`src/rtl/ped_walk_countdown_pkg.sv`:
```
// Shared types and helpers for the pedestrian walk countdown block.
package ped_walk_pkg;

    // Crossing phases
    typedef enum logic [1:0] {
        IDLE  = 2'd0,
        WALK  = 2'd1,
        CLEAR = 2'd2
    } ped_state_t;

    // One BCD display digit
    typedef logic [3:0] bcd_digit_t;

    // Two-digit BCD display value
    typedef struct packed {
        bcd_digit_t tens;
        bcd_digit_t ones;
    } bcd2_t;

    // Legal parameter ranges
    localparam int unsigned MAX_PHASE_SECS    = 99;
    localparam int unsigned MIN_TICKS_PER_SEC = 2;

    // Decrement a two-digit BCD value in place; ones borrow from tens (10 -> 09).
    // Callers never decrement 00, so no underflow handling is needed.
    function automatic bcd2_t bcd2_dec(input bcd_digit_t tens, input bcd_digit_t ones);
        bcd2_t r;
        if (ones == 4'd0) begin
            r.ones = 4'd9;
            r.tens = tens - 4'd1;
        end else begin
            r.ones = ones - 4'd1;
            r.tens = tens;
        end
        return r;
    endfunction

endpackage

```
`src/rtl/ped_walk_countdown_sec_prescaler.sv`:
```
// Free-running seconds prescaler with synchronous clear.
// sec_tick marks the last cycle of each second; half_tick marks the last
// cycle of each half second (it also fires with sec_tick).
module sec_prescaler #(
    parameter int unsigned TICKS_PER_SEC = 100_000_000
) (
    input  logic clk,
    input  logic reset_n,
    input  logic clear,
    output logic sec_tick,
    output logic half_tick
);

    localparam int unsigned CNT_W = (TICKS_PER_SEC > 1) ? $clog2(TICKS_PER_SEC) : 1;
    localparam logic [CNT_W-1:0] LAST_CNT = CNT_W'(TICKS_PER_SEC - 1);
    localparam logic [CNT_W-1:0] HALF_CNT = CNT_W'(TICKS_PER_SEC / 2 - 1);

    logic [CNT_W-1:0] cnt_reg;
    logic [CNT_W-1:0] cnt_next;

    // Count 0..TICKS_PER_SEC-1, restarting from zero on clear or wrap
    always_comb begin
        cnt_next = cnt_reg + CNT_W'(1);
        if (clear || (cnt_reg == LAST_CNT)) begin
            cnt_next = '0;
        end
    end

    // Counter register
    always_ff @(posedge clk or negedge reset_n) begin
        if (!reset_n) begin
            cnt_reg <= '0;
        end else begin
            cnt_reg <= cnt_next;
        end
    end

    assign sec_tick  = (cnt_reg == LAST_CNT);
    assign half_tick = (cnt_reg == HALF_CNT) || sec_tick;

endmodule

```
`src/rtl/ped_walk_countdown.sv`:
```
// Pedestrian crossing timer: latches walk requests, runs a timed WALK phase
// and a flashing CLEAR phase after a controller grant, and drives a
// two-digit BCD countdown. All outputs come straight from registers.
module ped_walk_countdown
    import ped_walk_pkg::*;
#(
    parameter int unsigned TICKS_PER_SEC = 100_000_000,
    parameter int unsigned WALK_SECS     = 4,
    parameter int unsigned CLEAR_SECS    = 9
) (
    input  logic       clk,
    input  logic       reset_n,
    input  logic       walk_req,
    input  logic       walk_go,
    output logic       ped_pending,
    output logic       walk_on,
    output logic       dont_walk,
    output logic [3:0] bcd_tens,
    output logic [3:0] bcd_ones,
    output logic       blank,
    output logic       done
);

    // Refuse to elaborate with parameters the display or flasher cannot honour
    if (WALK_SECS > MAX_PHASE_SECS) begin : g_bad_walk_secs
        $error("ped_walk_countdown: WALK_SECS must be 0..99");
    end
    if (CLEAR_SECS > MAX_PHASE_SECS) begin : g_bad_clear_secs
        $error("ped_walk_countdown: CLEAR_SECS must be 0..99");
    end
    if ((TICKS_PER_SEC < MIN_TICKS_PER_SEC) || (TICKS_PER_SEC % 2 != 0)) begin : g_bad_ticks
        $error("ped_walk_countdown: TICKS_PER_SEC must be even and >= 2");
    end

    localparam bcd_digit_t WALK_TENS  = bcd_digit_t'(WALK_SECS / 10);
    localparam bcd_digit_t WALK_ONES  = bcd_digit_t'(WALK_SECS % 10);
    localparam bcd_digit_t CLEAR_TENS = bcd_digit_t'(CLEAR_SECS / 10);
    localparam bcd_digit_t CLEAR_ONES = bcd_digit_t'(CLEAR_SECS % 10);

    ped_state_t state_reg, state_next;
    logic       pending_reg, pending_next;
    logic       walk_on_reg, walk_on_next;
    logic       dont_walk_reg, dont_walk_next;
    bcd_digit_t tens_reg, tens_next;
    bcd_digit_t ones_reg, ones_next;
    logic       blank_reg, blank_next;
    logic       done_reg, done_next;
    logic       phase_entry;
    logic       sec_tick;
    logic       half_tick;
    logic       at_zero;
    bcd2_t      dec_val;

    // Prescaler is held at zero in IDLE and restarted on every phase change,
    // so each phase begins on a fresh second boundary.
    sec_prescaler #(
        .TICKS_PER_SEC(TICKS_PER_SEC)
    ) u_prescaler (
        .clk      (clk),
        .reset_n  (reset_n),
        .clear    (phase_entry || (state_reg == IDLE)),
        .sec_tick (sec_tick),
        .half_tick(half_tick)
    );

    assign at_zero = (tens_reg == 4'd0) && (ones_reg == 4'd0);

    // Next-state, request latch and display update
    always_comb begin
        state_next     = state_reg;
        pending_next   = pending_reg | walk_req;
        walk_on_next   = walk_on_reg;
        dont_walk_next = dont_walk_reg;
        tens_next      = tens_reg;
        ones_next      = ones_reg;
        blank_next     = blank_reg;
        done_next      = 1'b0;
        phase_entry    = 1'b0;
        dec_val        = bcd2_dec(tens_reg, ones_reg);

        case (state_reg)
            IDLE: begin
                // A grant only counts when a request is waiting; a request in
                // the same cycle stays latched for the following crossing.
                if (walk_go && pending_reg) begin
                    state_next     = WALK;
                    pending_next   = walk_req;
                    walk_on_next   = 1'b1;
                    dont_walk_next = 1'b0;
                    blank_next     = 1'b0;
                    tens_next      = WALK_TENS;
                    ones_next      = WALK_ONES;
                    phase_entry    = 1'b1;
                end
            end
            WALK: begin
                if (sec_tick) begin
                    if (at_zero) begin
                        state_next     = CLEAR;
                        walk_on_next   = 1'b0;
                        dont_walk_next = 1'b1;
                        tens_next      = CLEAR_TENS;
                        ones_next      = CLEAR_ONES;
                        phase_entry    = 1'b1;
                    end else begin
                        tens_next = dec_val.tens;
                        ones_next = dec_val.ones;
                    end
                end
            end
            CLEAR: begin
                if (half_tick) begin
                    dont_walk_next = ~dont_walk_reg;
                end
                if (sec_tick) begin
                    if (at_zero) begin
                        state_next     = IDLE;
                        dont_walk_next = 1'b1;
                        blank_next     = 1'b1;
                        tens_next      = 4'd0;
                        ones_next      = 4'd0;
                        done_next      = 1'b1;
                        phase_entry    = 1'b1;
                    end else begin
                        tens_next = dec_val.tens;
                        ones_next = dec_val.ones;
                    end
                end
            end
            default: begin
                state_next = IDLE;
            end
        endcase
    end

    // State and output registers
    always_ff @(posedge clk or negedge reset_n) begin
        if (!reset_n) begin
            state_reg     <= IDLE;
            pending_reg   <= 1'b0;
            walk_on_reg   <= 1'b0;
            dont_walk_reg <= 1'b1;
            tens_reg      <= 4'd0;
            ones_reg      <= 4'd0;
            blank_reg     <= 1'b1;
            done_reg      <= 1'b0;
        end else begin
            state_reg     <= state_next;
            pending_reg   <= pending_next;
            walk_on_reg   <= walk_on_next;
            dont_walk_reg <= dont_walk_next;
            tens_reg      <= tens_next;
            ones_reg      <= ones_next;
            blank_reg     <= blank_next;
            done_reg      <= done_next;
        end
    end

    assign ped_pending = pending_reg;
    assign walk_on     = walk_on_reg;
    assign dont_walk   = dont_walk_reg;
    assign bcd_tens    = tens_reg;
    assign bcd_ones    = ones_reg;
    assign blank       = blank_reg;
    assign done        = done_reg;

endmodule

```
`config.mk`:
```
export PLATFORM = sky130hd
export DESIGN_NAME = ped_walk_countdown
export DESIGN_NICKNAME = d
export VERILOG_FILES = /design/src/rtl/ped_walk_countdown_pkg.sv /design/src/rtl/ped_walk_countdown_sec_prescaler.sv /design/src/rtl/ped_walk_countdown.sv
export SDC_FILE = /design/constraint.sdc
export NUM_CORES = 1
export LEC_CHECK = 0
export ABC_AREA = 1
export CAP_MARGIN = 40
export CELL_PAD_IN_SITES_DETAIL_PLACEMENT = 0
export CELL_PAD_IN_SITES_GLOBAL_PLACEMENT = 1
export CORE_MARGIN = 5
export CORE_UTILIZATION = 40
export DETAILED_ROUTE_END_ITERATION = 6
export GPL_TIMING_DRIVEN = 0
export PLACE_DENSITY = 0.77
export SLEW_MARGIN = 20
export SYNTH_ARGS = -nofsm -noshare
export SYNTH_HDL_FRONTEND = slang
export SYNTH_SLANG_ARGS = --single-unit
```
`constraint.sdc`:
```
create_clock -name clk -period 3.4 [get_ports clk]
set_input_delay 0.68 -clock clk [delete_from_list [all_inputs] [get_ports clk]]
set_output_delay 0.68 -clock clk [all_outputs]
set_load 0.01 [all_outputs]
```
Yosys cells after proc, flatten, opt, wreduce, memory -nomap -nowiden
Cells that the tools add are included.
W data, S select, Z words.
Word-level totals
  bits in registers: 42
  bits of input ports: 4
Operators by class
  add/subtract/negate cells: 3
  equal/unequal tests: 11
  muxes and demuxes: 37
  bitwise operators: 2
  reductions and logical operators: 19
Operator list (count)
  $mux W4: 8
  $add A27 B1 Y27 const B: 1
  $eq A27 B26 Y1 const B: 1
  $eq A27 B27 Y1 const B: 1
  $mux W27: 1
  $reduce_and A4 Y1: 5
  $mux W1: 15
  $pmux W4 S3: 1
  $mux W2: 5
  $logic_not A4 Y1: 2
  $mux W8: 1
  $ne A2 B1 Y1 const B: 4
  $pmux W4 S2: 1
  $sub A4 B1 Y4 const B: 2
  $pmux W1 S2: 3
  $pmux W2 S3: 1
  $reduce_bool A2 Y1: 3
  $reduce_and A5 Y1: 1
  $ne A2 B2 Y1 const B: 2
  $logic_or A1 B1 Y1: 3
  $ne A3 B1 Y1 const B: 1
  $pmux W1 S3: 1
  $reduce_bool A3 Y1: 1
  $eq A2 B1 Y1 const B: 1
  6 further kinds: 7

Logic depth before layout (Yosys ltp)
  depth after elaboration: 8
  depth in mapped cells: 13
  mapped depth without buffers: 13

By module
From an unflattened synthesis, not the netlist that was laid out.
Unflattened totals
  cells, all modules: 370
  area, all modules: 2693.8 µm²
By module, submodules not included
  sec_prescaler: times used 1, cells an instance 242, area an instance 1635.3 µm², seq. area each 675.6 µm²
  ped_walk_countdown: times used 1, cells an instance 128, area an instance 1058.5 µm², seq. area each 377.9 µm²

Worst setup path after synthesis
Ideal clock, no wire load.
  kind: register to register
  start: reg u_prescaler.cnt_reg[0]
  end: reg u_prescaler.cnt_reg[22]
  arrival time: 1.428 ns
  data required time: 3.281 ns
  slack: 1.853 ns
  stages on the path, launching flop included: 11
  path buffers: 0
  period minus slack after synthesis: 1.547 ns
  path through: dfrtp_1 > ha_1 > nand2_1 > nor2_8 > nand2_4 > nor2_4 > nand2_2 > nor3_2 > nand2_1 > xor2_1 > nor2_2
On the way
  word-level cells in the longest chain between the ends: 6
  elaborated cells on any way between the ends: 7
Ends and longest elaborated chain
  from (decl): line ped_walk_countdown_sec_prescaler.sv:18  | logic [CNT_W-1:0] cnt_reg;
  from (signal assigned): line ped_walk_countdown_sec_prescaler.sv:34  | cnt_reg <= cnt_next;
  parallel branches: the longest is 5 deep, another holds $add A27 B1 Y27
  $mux W27 *: line ped_walk_countdown_sec_prescaler.sv:24  | if (clear || (cnt_reg == LAST_CNT)) begin
  via u_prescaler.cnt_next[22]: line ped_walk_countdown_sec_prescaler.sv:19  | logic [CNT_W-1:0] cnt_next;
Mark *: on every way through the listed nets, which the timed path passes.
A chain may end at the register's enable or synchronous reset.

Worst setup path in the final report
  start: reg dont_walk_reg, in the netlist dont_walk
  end: out dont_walk
RTL lines
  from (decl): line ped_walk_countdown.sv:43  | logic dont_walk_reg, dont_walk_next;
  from (signal assigned): line ped_walk_countdown.sv:151  | dont_walk_reg <= dont_walk_next;
  to (decl): line ped_walk_countdown.sv:17  | output logic dont_walk,
No word-level cell between the ends.

==> results.sh <==
export IMPL_syn_area_um2=2590
export IMPL_syn_mean_instance_area_um2=7.67
export IMPL_cts_resized=0
export IMPL_grt_setup_unrepaired="no"
export IMPL_p_comb_share_pct=47.0
export IMPL_synthDistinctLibCells=38
export IMPL_place_hpwl_um=4200
export IMPL_status="finished clean"
export IMPL_overflow=0
export IMPL_cts_buffer_depth=2
export IMPL_p_sw_share_pct=42.1
export IMPL_holdBufCountCts=0
export IMPL_ys_ff_latch=42
export IMPL_yosys_warnings=0
export IMPL_post_route_period_util_pct=60.6
export IMPL_reg2reg_depth=10
export IMPL_slowest_stage="dfstp_2"
export IMPL_synth_compound_area_share_pct=9.17
export IMPL_start_util_pct=41.0
export IMPL_clock_power_share_pct=16.9
export IMPL_final_hold_violation_count=0
export IMPL_synth_common_cells="nand2_1, nor2_1, inv_1, dfrtp_1, nand3_1"
export IMPL_maxCapViolCount=0
export IMPL_n_antenna_cell=0
export IMPL_die_y_um=90.5
export IMPL_end_kind="output pin"
export IMPL_drive_gt1_share_pct=15.7
export IMPL_dieArea_um2=8190
export IMPL_cp_buffers_inverters=1
export IMPL_p_switching_w=0.000759
export IMPL_htree_levels=2
export IMPL_path_depth=1
export IMPL_seqPwrFrac_pct=36.1
export IMPL_drt_total_wl_um=5400
export IMPL_synthXorXnorAreaFrac_pct=3.04
export IMPL_grt_pass1_wl_um=9970
export IMPL_synth_edf_count=0
export IMPL_cts_tree="built"
export IMPL_period_needed_ns=2.06
export IMPL_largest_register_ffs=27
export IMPL_reg2reg_slack_ns=1.56
export IMPL_gp_congestion=0.774
export IMPL_yosysSeqAreaShare_pct=40.7
export IMPL_grt_usage_pct=14.3
export IMPL_drtIter0Drc=79
export IMPL_maxSlewHeadroom_pct=67.0
export IMPL_synth_top_family_by_area="simple AND/OR/NAND/NOR gates"
export IMPL_clk_pin_slew_ns=0.08
export IMPL_synthCells=338
export IMPL_critPathArrivalTime_ns=1.38
export IMPL_synth_fa_ha_area_share_pct=3.38
export IMPL_antenna_left=0
export IMPL_worstPathRequired_ns=2.72
export IMPL_grt_max_degree=24
export IMPL_final_instance_count_excl_fill=439
export IMPL_final_max_slew_viol_count=0
export IMPL_power_density_nw_per_um2=613
export IMPL_core_um2=6310
export IMPL_post_cts_buffers=0
export IMPL_drt_wirelength_per_cell_um=12.3
export IMPL_cp_slowest_stage_delay_ns=0.56
export IMPL_grt_pass1_vias=2161
export IMPL_cp_max_fo=4
export IMPL_clock_root_buffer="clkbuf_8"
export IMPL_clock_latency_ns=0.29
export IMPL_firstDrtPassIters=4
export IMPL_p_int_w=0.00104
export IMPL_cp_cell_sequence="clkdlybuf4s50_1"
export IMPL_cts_num_sinks=42
export IMPL_antenna_found_initial=0
export IMPL_ir_drop_uv=340
export IMPL_worst_slew_pin_slew_ns=0.495
export IMPL_muxShareOfSynthArea_pct=0
export IMPL_crit_type="reg2out"
export IMPL_start_kind="flop"
export IMPL_hp_class="in2async"
export IMPL_drc=0
export IMPL_cp_top_family="flip-flops"
export IMPL_p_leak_nw=1.36
export IMPL_timing_fmax_mhz=485
export IMPL_synthArstFlopShare_pct=100
export IMPL_finalSetupViolCount=0
export IMPL_syn_nets=349
export IMPL_die_width_um=90.5
export IMPL_via_per_inst=4.76
export IMPL_finalNetCount=373
export IMPL_netlist_area_leader_share_pct=38.6
export IMPL_ioPinCount=17
export IMPL_netlist_top_cells_area="dfrtp_1, nand2_1, nor2_1"
export IMPL_yosys_area_share_simple_pct=35.5
export IMPL_yosysMostFrequentCell="nand2_1"
export IMPL_place_inst=432
export IMPL_area_growth_pct=13.4
export IMPL_rows=29
export IMPL_vias=2089
export IMPL_port_buffers=16
export IMPL_fin_worst_skew_ns=0.0102
export IMPL_ys_dominant_reg_cell="dfrtp_1"
export IMPL_numCtsBuffers=5
export IMPL_totalNegativeSetupSlack_ns=0
export IMPL_synth_top_area_cell="dfrtp_1"
-- worst paths after layout --
kind / startpoint / to
worst min register to register: u_prescaler.cnt_reg[0] / u_prescaler.cnt_reg[0]
worst max register to register: u_prescaler.cnt_reg[0] / u_prescaler.cnt_reg[14]
min in group clk: u_prescaler.cnt_reg[0] / u_prescaler.cnt_reg[0]
worst max-delay path: dont_walk / dont_walk
worst min-delay path: reset_n / u_prescaler.cnt_reg[23]
max in group asynchronous: reset_n / blank
-- final cells by class --
cell class / count / area [µm²]
Tap cell: 77 / 96.3
Clock buffer: 7 / 76.3
Sequential cell: 42 / 1050
Timing Repair Buffer: 17 / 175
Buffer: 3 / 17.5
Multi-Input combinational cell: 241 / 1320
Inverter: 52 / 196
Fill cell: 672 / 3370
-- routing by layer --
layer,vias to the layer above,share of wire (%),GRT usage (%)
met2,24,43,21.9
met5,-,0,0
met1,947,53,20.4
li1,1116,-,-
met3,2,3.3,3.50
met4,0,0.41,3.23
-- cell families (layout without fill, tap and decap cells) --
kind of cell / Yosys count / after routing
fa+ha+maj: 7 / 7
simple gates: 183 / 183
xor+xnor: 9 / 9
flops: 42 / 42
buf+inv: 55 / 79
compound gates: 42 / 42
-- power by group through the flow --
stage               combinational, W  sequential (W)  clock, W
global placement            0.000850        0.000660         0
finish                      0.000847        0.000650  0.000304
global route                0.000979        0.000664  0.000344
floorplan                   0.000557        0.000676         0
detailed placement          0.000854        0.000662         0
CTS                         0.000858        0.000653  0.000318
-- per-stage QoR --
step           utilization (%)  worst slack (ns)  cell area (µm²)  hold WS, ns  total power [W]
2_1_floorplan                -              1.85             2590        0.384          0.00123
3_3_place_gp              45.1             0.401             2850        0.453          0.00151
4_1_cts                   46.6              1.32             2940        0.367          0.00183
3_5_place_dp              45.3              1.22             2860        0.461          0.00152
5_1_grt                   46.6              1.29             2940        0.377          0.00199
6_report                  46.6              1.34             2940        0.350          0.00180
-- cells in the final DEF (no fill, tap or decap), types with 2 or more instances in the layout --
cell,n
nand2_1,68
clkbuf_1,2
clkbuf_8,5
nor2_4,4
a31oi_1,3
nand3_2,2
dfrtp_1,40
dfstp_2,2
nor3_1,7
nor3b_1,2
xor2_1,7
inv_1,45
nand2_2,8
xnor2_1,2
nor2_2,10
nand3_1,20
nor3_2,2
o21ai_2,2
nor2_1,48
o21ai_1,6
inv_2,6
o21ai_0,15
a21oi_2,2
ha_1,7
clkdlybuf4s50_1,15
nand4_1,4
a21oi_1,11
buf_2,3
Power figures use the tool's default switching activity.
